===== src/rtl/truth_table_sweeper.sv =====
// Exhaustive 4-input truth-table sweeper: drives A-D through 0..15, samples Q, compares with exp_tt.
// Optional build macro SWEEP_STOP_ON_FAIL_EN: end the sweep at the first mismatching vector.
module truth_table_sweeper #(
  parameter int unsigned HOLD_CYCLES = 4
) (
  input  logic        clk,
  input  logic        rst,
  input  logic        start,
  input  logic        abort,
  input  logic [15:0] exp_tt,
  input  logic        Q,
  output logic        A,
  output logic        B,
  output logic        C,
  output logic        D,
  output logic        busy,
  output logic        done,
  output logic        pass,
  output logic [15:0] tt,
  output logic [4:0]  mismatch_cnt,
  output logic [1:0]  state_dbg
);

  typedef enum logic [1:0] {
    S_IDLE  = 2'd0,
    S_DRIVE = 2'd1,
    S_DONE  = 2'd2
  } state_t;

  localparam logic [7:0] HOLD_LAST = 8'(HOLD_CYCLES - 1);

  // Handshake: start is a level sampled only in IDLE, abort only in DRIVE;
  // done is a one-cycle pulse and results stay valid until the next accepted start.
  state_t      state;
  logic [3:0]  vec;
  logic [7:0]  hold_cnt;
  logic [15:0] exp_lat;
  logic        last_hold;
  logic        sample_miss;
  logic        end_sweep;

  assign last_hold   = (hold_cnt == HOLD_LAST);
  assign sample_miss = (Q != exp_lat[vec]);
  assign state_dbg   = state;

`ifdef SWEEP_STOP_ON_FAIL_EN
  assign end_sweep = (vec == 4'd15) || sample_miss;
`else
  assign end_sweep = (vec == 4'd15);
`endif

  always_ff @(posedge clk or posedge rst) begin
    if (rst) begin
      state        <= S_IDLE;
      vec          <= 4'd0;
      hold_cnt     <= 8'd0;
      exp_lat      <= 16'h0000;
      {A, B, C, D} <= 4'd0;
      busy         <= 1'b0;
      done         <= 1'b0;
      pass         <= 1'b0;
      tt           <= 16'h0000;
      mismatch_cnt <= 5'd0;
    end else begin
      done <= 1'b0;
      case (state)
        S_IDLE: begin
          if (start) begin
            state        <= S_DRIVE;
            tt           <= 16'h0000;
            mismatch_cnt <= 5'd0;
            pass         <= 1'b0;
            exp_lat      <= exp_tt;
            vec          <= 4'd0;
            hold_cnt     <= 8'd0;
            {A, B, C, D} <= 4'd0;
            busy         <= 1'b1;
          end
        end
        S_DRIVE: begin
          // Abort outranks the sample edge, so the last vector is never recorded.
          if (abort) begin
            state        <= S_IDLE;
            busy         <= 1'b0;
            pass         <= 1'b0;
            {A, B, C, D} <= 4'd0;
            vec          <= 4'd0;
            hold_cnt     <= 8'd0;
          end else if (last_hold) begin
            tt[vec]  <= Q;
            hold_cnt <= 8'd0;
            if (sample_miss) begin
              mismatch_cnt <= mismatch_cnt + 5'd1;
            end
            if (end_sweep) begin
              state        <= S_DONE;
              done         <= 1'b1;
              busy         <= 1'b0;
              pass         <= (mismatch_cnt == 5'd0) && !sample_miss;
              {A, B, C, D} <= 4'd0;
              vec          <= 4'd0;
            end else begin
              vec          <= vec + 4'd1;
              {A, B, C, D} <= vec + 4'd1;
            end
          end else begin
            hold_cnt <= hold_cnt + 8'd1;
          end
        end
        S_DONE: begin
          state <= S_IDLE;
        end
        default: begin
          state <= S_IDLE;
        end
      endcase
    end
  end

endmodule


===== config.mk =====
export PLATFORM = sky130hd
export DESIGN_NAME = truth_table_sweeper
export DESIGN_NICKNAME = d
export VERILOG_FILES = /design/src/rtl/truth_table_sweeper.sv
export SDC_FILE = /design/constraint.sdc
export NUM_CORES = 1
export LEC_CHECK = 0
export ABC_AREA = 1
export CAP_MARGIN = 20
export CELL_PAD_IN_SITES_DETAIL_PLACEMENT = 1
export CELL_PAD_IN_SITES_GLOBAL_PLACEMENT = 2
export CORE_MARGIN = 3
export CORE_UTILIZATION = 27
export DETAILED_ROUTE_END_ITERATION = 16
export GPL_TIMING_DRIVEN = 0
export PLACE_DENSITY = 0.77
export SYNTH_ARGS = -nofsm -noshare
export SYNTH_HDL_FRONTEND = slang
export SYNTH_SLANG_ARGS = --single-unit

===== constraint.sdc =====
create_clock -name clk -period 1.6 [get_ports clk]
set_clock_uncertainty 0.05 [all_clocks]
set_input_delay 0.32 -clock clk [delete_from_list [all_inputs] [get_ports clk]]
set_output_delay 0.32 -clock clk [all_outputs]
set_load 0.01 [all_outputs]

==> results of run 1 <==
-- through the flow --
stage / TNS, ns / instances / util
final: -1.887 / 600 / 0.4892
after global routing: -3.876 / 600 / 0.4892
after CTS: -0.4812 / 576 / 0.4153
after detailed placement: -16.66 / 530 / 0.3516
after global placement: -26.77 / 529 / 0.3496
after floorplan: 0 / 346 / -
-- kinds of logic (layout without fill, tap and decap cells) --
logic type,Yosys count,count (layout),share of synthesized area
AO/OA/AOI/OAI,64,64,0.1289
XOR/XNOR,4,4,0.01262
adder cells (fa/ha/maj),7,7,0.03156
buffers and inverters,58,179,0.08431
flip-flops,54,54,0.4869
AND/OR/NAND/NOR,159,159,0.2556
-- sequential cells by signal, summed over array words and instances (netlist names) --
name / count
A: 1
busy: 1
done: 1
exp_lat: 16
hold_cnt: 8
mismatch_cnt: 5
pass: 1
state_dbg: 2
tt: 16
vec: 3
-- layout by cell type, fill, tap and decap left out, drive strengths merged, types with 2 or more instances in the layout --
| cell type | count |
|---|---|
| buf | 71 |
| nand2 | 68 |
| dfrtp | 54 |
| nor2 | 52 |
| inv | 44 |
| a21oi | 26 |
| nand3 | 23 |
| o21ai | 23 |
| clkdlybuf4s50 | 21 |
| dlymetal6s2s | 15 |
| o31ai | 15 |
| dlygate4sd2 | 12 |
| nor3 | 9 |
| clkbuf | 8 |
| ha | 7 |
| nand4 | 5 |
| xor2 | 4 |
| clkinv | 4 |
| clkinvlp | 2 |
-- what timing repair did --
item                                    4_1_cts  5_1_grt
setup buffers                                36       22
gates cloned                                  3        2
hold buffers                                  0        0
resized for setup                            89      131
pin swaps                                    32       38
endpoints found under the setup margin       62       59
-- worst register-to-register path: stages, from the launching register on --
cell and delay [ns]:
dfrtp_2 0.46, buf_6 0.13, buf_6 0.11, nand2_1 0.07
nand3_1 0.08, nand2_1 0.11, nand2_2 0.08, nand2_4 0.10
nor2_4 0.04, nand2_2 0.06, nand2_4 0.08, buf_6 0.13
nand4_1 0.07, nand2_1 0.06
-- power groups by stage --
stage          Clock [W]  Combinational [W]  Sequential, W
4_1_cts         0.000964            0.00339        0.00188
2_1_floorplan          0            0.00147        0.00194
6_report        0.000952            0.00452        0.00190
5_1_grt          0.00103            0.00489        0.00195
3_3_place_gp           0            0.00231        0.00194
3_5_place_dp           0            0.00237        0.00196
-- worst max path at each step --
stage	startpoint	end	slack (ns)
2_1_floorplan	state_dbg[0]$_DFFE_PP0P_	hold_cnt[7]$_DFFE_PP0P_	0.0008
6_report	vec[0]$_DFFE_PP0P_	mismatch_cnt[0]$_DFFE_PP0P_	-0.13
3_3_place_gp	start	hold_cnt[7]$_DFFE_PP0P_	-0.45
3_5_place_dp	start	hold_cnt[7]$_DFFE_PP0P_	-0.49
5_1_grt	vec[0]$_DFFE_PP0P_	mismatch_cnt[0]$_DFFE_PP0P_	-0.23
4_1_cts	vec[0]$_DFFE_PP0P_	mismatch_cnt[4]$_DFFE_PP0P_	-0.08
-- final cells by class --
| cell class | count | area share |
|---|---|---|
| Clock buffer | 5 | 0.01426 |
| Inverter | 48 | 0.04771 |
| Buffer | 9 | 0.01815 |
| Tap cell | 133 | 0.03448 |
| Sequential cell | 54 | 0.2813 |
| Clock inverter | 3 | 0.008297 |
| Timing Repair Buffer | 114 | 0.2315 |
| Multi-Input combinational cell | 234 | 0.3643 |
-- routing by layer --
metal	up-vias	global-route usage	wire length [microns]
met1	1388	0.1928	4264
met2	49	0.2739	5255
li1	1364	-	-
met5	-	0	0
met3	10	0.02939	349
met4	0	0.03877	135
==> qor.txt, run 1 <==
Outcome: complete, but fails checks
Violated checks: negative setup slack
Number of buffers on the longest clock path: 2
# setup viols final: 25
Clock tree root buffer cell: clkbuf_8
Wire length per cell: 16.68 microns
First-pass GRT wire length: 14,300 microns
Synthesized instance count: 346
Wire length after detailed routing: 10,010 microns
Sequential standard cell area: 1358 sq um
Most common cell in the synthesized netlist: nand2_1
First-iteration detailed-routing DRC count: 54
Final worst path period share: 1.080
Buffers on Ports: 50
Setup WS post-layout: -0.1277 ns
Data arrival, critical path: 1.89 ns
Beginning of the worst register-to-register path: vec[0]$_DFFE_PP0P_
Worst Path Class, Setup: flip-flop to flip-flop
Cell Pwr Density: 1529 nW/um^2
Endpoint of the worst-slack reg-to-reg timing path: mismatch_cnt[0]$_DFFE_PP0P_
Cell area after placement: 3468 sq um
Most used DFF post-synth: dfrtp_1
Stage delay of the slowest cell on the critical path: 0.46 ns
Netlist Area Pre-Place: 2775 sq um
Leakage power summed over all cells: 2.498 nW
Area growth from synthesis to layout: 73.90%
Number of global-route vias before repair: 2,882
Critical path peak fanout: 4
GR Overflow Total: 0
Placer's final routability congestion estimate: 0.7673
Setup repair after global routing missed its margin: yes
Overall via count from detail_route: 2,811
CP endpoint kind: flip-flop
Crit-path slowest cell: dfrtp_2
Placement-stage worst setup slack: -0.4943 ns
Critical path depth in cells: 13
Internal Pwr Total: 0.004141 W
Reg power frac: 0.258
Syn Area/Cell: 8.021 sq um
Family of cells with the greatest summed delay on the critical path: simple AND/OR/NAND/NOR gates
Std-Cell Core Area: 9864 sq um
Number of antenna repair diodes: 0
Final Power: 0.007377 W
Cell row count: 36
Relative contribution of combinational cells to total power: 0.613
Total of flip-flops plus latches after synthesis: 54
Max Transition Viols Final: 0
Logic depth of the worst register-to-register path: 13
Post-route cell area: 4826 sq um
Clock latency on the worst-skew pair: 0.32 ns
Switch Pwr: 0.003236 W
Clock period minus final worst setup slack: 1.728 ns
R2R setup slack: -0.13 ns
Fill cell instance count of the final layout: 1,100
Share of async-settable or async-resettable flops after synthesis: 1.000
Deepest level of the CTS H-tree: 2
Post-synthesis net count: 374
Clock tree from TritonCTS: built
Area of combinational cells with multiple inputs: 1758 sq um
Hold violation total from the final report: 0
Starting density of the core: 0.2813
Number of enable flip-flop cells after synthesis: 0
Net switching share of the total power: 0.4387
Hold WS: 0.3794 ns
Number of nets at the end of the flow: 494
Number of warnings printed during yosys synthesis: 0
Worst Hold Class: input pin to async pin
Layout cell share with drive strength beyond 1: 0.4390
Clock slew at the register clock pins of the worst setup and hold paths: 0.11 ns
Max-cap viol count: 0
Worst Tran Pin Value: 0.6604 ns
Die Y: 107.4 microns
Width of the die: 107.4 microns
Number of sinks handled by clock tree synthesis: 54
Fraction of power consumed by the clock network: 0.129
Largest net degree at the start of global routing: 29
Number of buffers inserted during clock tree synthesis: 5
Residual DRC count: 0
Required time worst endpoint: 1.76 ns
Number of antenna violations at the first check in global routing: 0
Ranking of synthesized cells by instance count: nand2_1 (65), dfrtp_1 (54), nor2_1 (50)
Launching element type of the critical path: flip-flop
Library cell with the largest summed area after synthesis: dfrtp_1
Max-slew headroom at the worst pin: 0.5588
Count of buffering cells on the critical path with inverters included: 3
Maximum clock rate: 0.5788 GHz
Die Outline Area: 11,530 sq um
Portion of the post-synthesis area used by sequential elements: 0.4869
Overall fraction of global-route tracks in use: 0.1544
Drt pass-1 iters: 4
Largest cells by area after synthesis: dfrtp_1 (49%), nand2_1 (8.8%), nor2_1 (6.8%)
Number of top-level design ports: 51
Post-DP HPWL: 5800 microns
Via/cell ratio: 4.685
Cells along the critical path: buf_6 > buf_6 > nand2_1 > nand3_1 > nand2_1 > nand2_2 > nand2_4 > nor2_4 > nand2_2 > nand2_4 > buf_6 > nand4_1 > nand2_1
Highest ir drop seen on vdd: 0.5585 mV
Share of Yosys cell area claimed by the top area cell type: 0.4869
Final antenna-violating net count: 0
Distinct cell type count after synthesis: 25
Note: power is estimated with default switching activity, not from simulation.
==> run 2, diff against run 1 <==
SKIP_LAST_GASP = 1   (was default)
==> run 2 against run 1 <==
- the run still ends with negative setup slack left
- sequential share of layout area is 1.5 points higher
- highest routed layer unchanged
- critical endpoint is now tt[13]$_DFFE_PP0P_
- worst setup slack better by 0.027 ns
- largest power group unchanged
- worst hold slack better by 0.0086 ns
- combinational power is 7.5% lower
- via count is 2.2% lower
==> qor.txt, run 2 (same netlist as run 1, synthesis figures left out) <==
Outcome: complete, but fails checks (unchanged)
Violated checks: negative setup slack (unchanged)
Wire length after detailed routing: 9218 microns (was 10,010 microns)
First-iteration detailed-routing DRC count: 32 (was 54)
Cell Pwr Density: 1530 nW/um^2 (was 1529 nW/um^2)
Cell row count: 36 (unchanged)
Number of buffers on the longest clock path: 2 (unchanged)
Largest regs: exp_lat: 16 flops, tt: 16 flops, hold_cnt: 8 flops (unchanged)
Clock period minus final worst setup slack: 1.701 ns (was 1.728 ns)
Number of placed cells counting well taps: 530 (unchanged)
Setup repair after global routing missed its margin: yes (unchanged)
Number of top-level design ports: 51 (unchanged)
Max-cap viol count: 0 (unchanged)
Worst Tran Pin Value: 0.6660 ns (was 0.6604 ns)
Residual DRC count: 0 (unchanged)
Data arrival, critical path: 1.87 ns (was 1.89 ns)
Worst Hold Class: input pin to async pin (unchanged)
Launching element type of the critical path: flip-flop (unchanged)
Required time worst endpoint: 1.77 ns (was 1.76 ns)
Overall via count from detail_route: 2,749 (was 2,811)
Detailed-route wire length on metal 1: 4066 microns (was 4264 microns)
GR Overflow Total: 0 (unchanged)
Most common cell after layout, fill and taps aside: dfrtp_1 (unchanged)
Stage delay of the slowest cell on the critical path: 0.40 ns (was 0.46 ns)
Starting density of the core: 0.2813 (unchanged)
Post-Route Utilization: 0.4640 (was 0.4892)
Clock tree from TritonCTS: built (unchanged)
Clock tree root buffer cell: clkbuf_8 (unchanged)
WL met3: 299 microns (was 349 microns)
Crit-path slowest cell: dfrtp_1 (was dfrtp_2)
Worst Path Class, Setup: flip-flop to flip-flop (unchanged)
# setup viols final: 23 (was 25)
Width of the die: 107.4 microns (unchanged)
CP endpoint kind: flip-flop (unchanged)
Number of antenna violations at the first check in global routing: 0 (unchanged)
Final antenna-violating net count: 0 (unchanged)
Largest net degree at the start of global routing: 29 (unchanged)
Max Transition Viols Final: 0 (unchanged)
Number of sinks handled by clock tree synthesis: 54 (unchanged)
Post-DP HPWL: 5800 microns (unchanged)
Die Y: 107.4 microns (unchanged)
Clock slew at the register clock pins of the worst setup and hold paths: 0.10 ns (was 0.11 ns)
Final worst path period share: 1.063 (was 1.080)
Routed length on met2: 4777 microns (was 5255 microns)
Clock latency on the worst-skew pair: 0.31 ns (was 0.32 ns)
Deepest level of the CTS H-tree: 2 (unchanged)
Number of antenna repair diodes: 0 (unchanged)
Max-slew headroom at the worst pin: 0.5551 (was 0.5588)
Number of global-route vias before repair: 2,879 (was 2,882)
First-pass GRT wire length: 14,290 microns (was 14,300 microns)
Critical path peak fanout: 4 (unchanged)
Via/cell ratio: 4.659 (was 4.685)
Cells along the critical path: buf_6 > inv_4 > nor2_8 > inv_8 > nor2_8 > nand2_4 > nand2_4 > nand3_4 > buf_6 > o31ai_1 (was buf_6 > buf_6 > nand2_1 > nand3_1 > nand2_1 > nand2_2 > nand2_4 > nor2_4 > nand2_2 > nand2_4 > buf_6 > nand4_1 > nand2_1)
Setup TNS: -1.495 ns (was -1.887 ns)
Highest ir drop seen on vdd: 0.6140 mV (was 0.5585 mV)
Setup WS post-layout: -0.1006 ns (was -0.1277 ns)
Hold violation total from the final report: 0 (unchanged)
Area growth from synthesis to layout: 64.92% (was 73.90%)
Die Outline Area: 11,530 sq um (unchanged)
Wire length per cell: 15.62 microns (was 16.68 microns)
Fill cell instance count of the final layout: 1,116 (was 1,100)
Number of nets at the end of the flow: 484 (was 494)
Std-Cell Core Area: 9864 sq um (unchanged)
Overall fraction of global-route tracks in use: 0.1543 (was 0.1544)
Placer's final routability congestion estimate: 0.7673 (unchanged)
Commonest cells after routing, fill and taps aside: dfrtp_1 (49), nor2_1 (44), buf_4 (37) (was dfrtp_1 (49), buf_4 (45), nor2_1 (40))
Highest routing layer actually used: met4 (unchanged)
Drt pass-1 iters: 6 (was 4)
Non-Filler Instances: 590 (was 600)
Number of buffers inserted during clock tree synthesis: 5 (unchanged)
Layout cell share with drive strength beyond 1: 0.3807 (was 0.4390)
Maximum clock rate: 0.5880 GHz (was 0.5788 GHz)
Buffers on Ports: 50 (unchanged)
Leakage power summed over all cells: 2.407 nW (was 2.498 nW)
Total of hold buffers inserted after clock tree synthesis: 0 (unchanged)
run 2: stage by stage:
stage	hold WS [ns]	setup slack, ns	power, W	cell area, sq um
after floorplan	0.3378	0.0008255	0.003416	2781
after global placement	0.4110	-0.4529	0.004255	3448
after detailed placement	0.4176	-0.4943	0.004332	3468
after CTS	0.4091	-0.08661	0.006206	4075
after global routing	0.4412	-0.2033	0.007511	4577
final	0.3881	-0.1006	0.007004	4577
run 2: where the power goes:
group | internal [W] | leakage (nW) | total (W) | switching, W
Clock | 0.000462 | 0.0579 | 0.000930 | 0.000468
Combinational | 0.00184 | 1.66 | 0.00418 | 0.00235
Sequential | 0.00171 | 0.685 | 0.00189 | 0.000187
Total | 0.00400 | 2.41 | 0.00700 | 0.00300
run 2: critical path: cells and delay by family, from the launching register on:
kind	cells	cell delay [ns]
and+or+nand+nor	5	0.57
DFF	1	0.40
buffers and inverters	4	0.40
AOI/OAI and AO/OA	1	0.19
run 2: worst paths after layout:
kind                            depth (start not counted)                       end  slack [ns]                     start
worst max register to register                         10        tt[13]$_DFFE_PP0P_       -0.10  state_dbg[0]$_DFFE_PP0P_
worst min register to register                          2         tt[7]$_DFFE_PP0P_        0.44         tt[7]$_DFFE_PP0P_
max in group asynchronous                               3  state_dbg[1]$_DFFE_PP0P_        0.54                       rst
worst max-delay path                                   10        tt[13]$_DFFE_PP0P_       -0.10  state_dbg[0]$_DFFE_PP0P_
worst min-delay path                                    2         tt[6]$_DFFE_PP0P_        0.39                       rst
min in group clk                                        2         tt[7]$_DFFE_PP0P_        0.44         tt[7]$_DFFE_PP0P_
run 2: layout make-up:
cell class	count	area, sq um	area share
Inverter	48	222.7	0.04866
Multi-Input combinational cell	234	1612	0.3521
Clock inverter	3	40.04	0.008748
Tap cell	133	166.4	0.03636
Timing Repair Buffer	104	1022	0.2233
Buffer	9	87.58	0.01914
Clock buffer	5	68.82	0.01504
Sequential cell	54	1358	0.2966
run 2: metal layers:
metal / vias up / global-route usage
met5: - / 0
met4: 0 / 0.03246
met3: 6 / 0.02699
met2: 41 / 0.2766
met1: 1352 / 0.1943
li1: 1350 / -
run 2: repair_timing:
action,in CTS,in global routing
endpoints found under the hold margin,0,0
buffers inserted,36,12
gates cloned,3,2
setup endpoints to repair,62,58
pin swaps,30,34
gates resized for setup,83,99
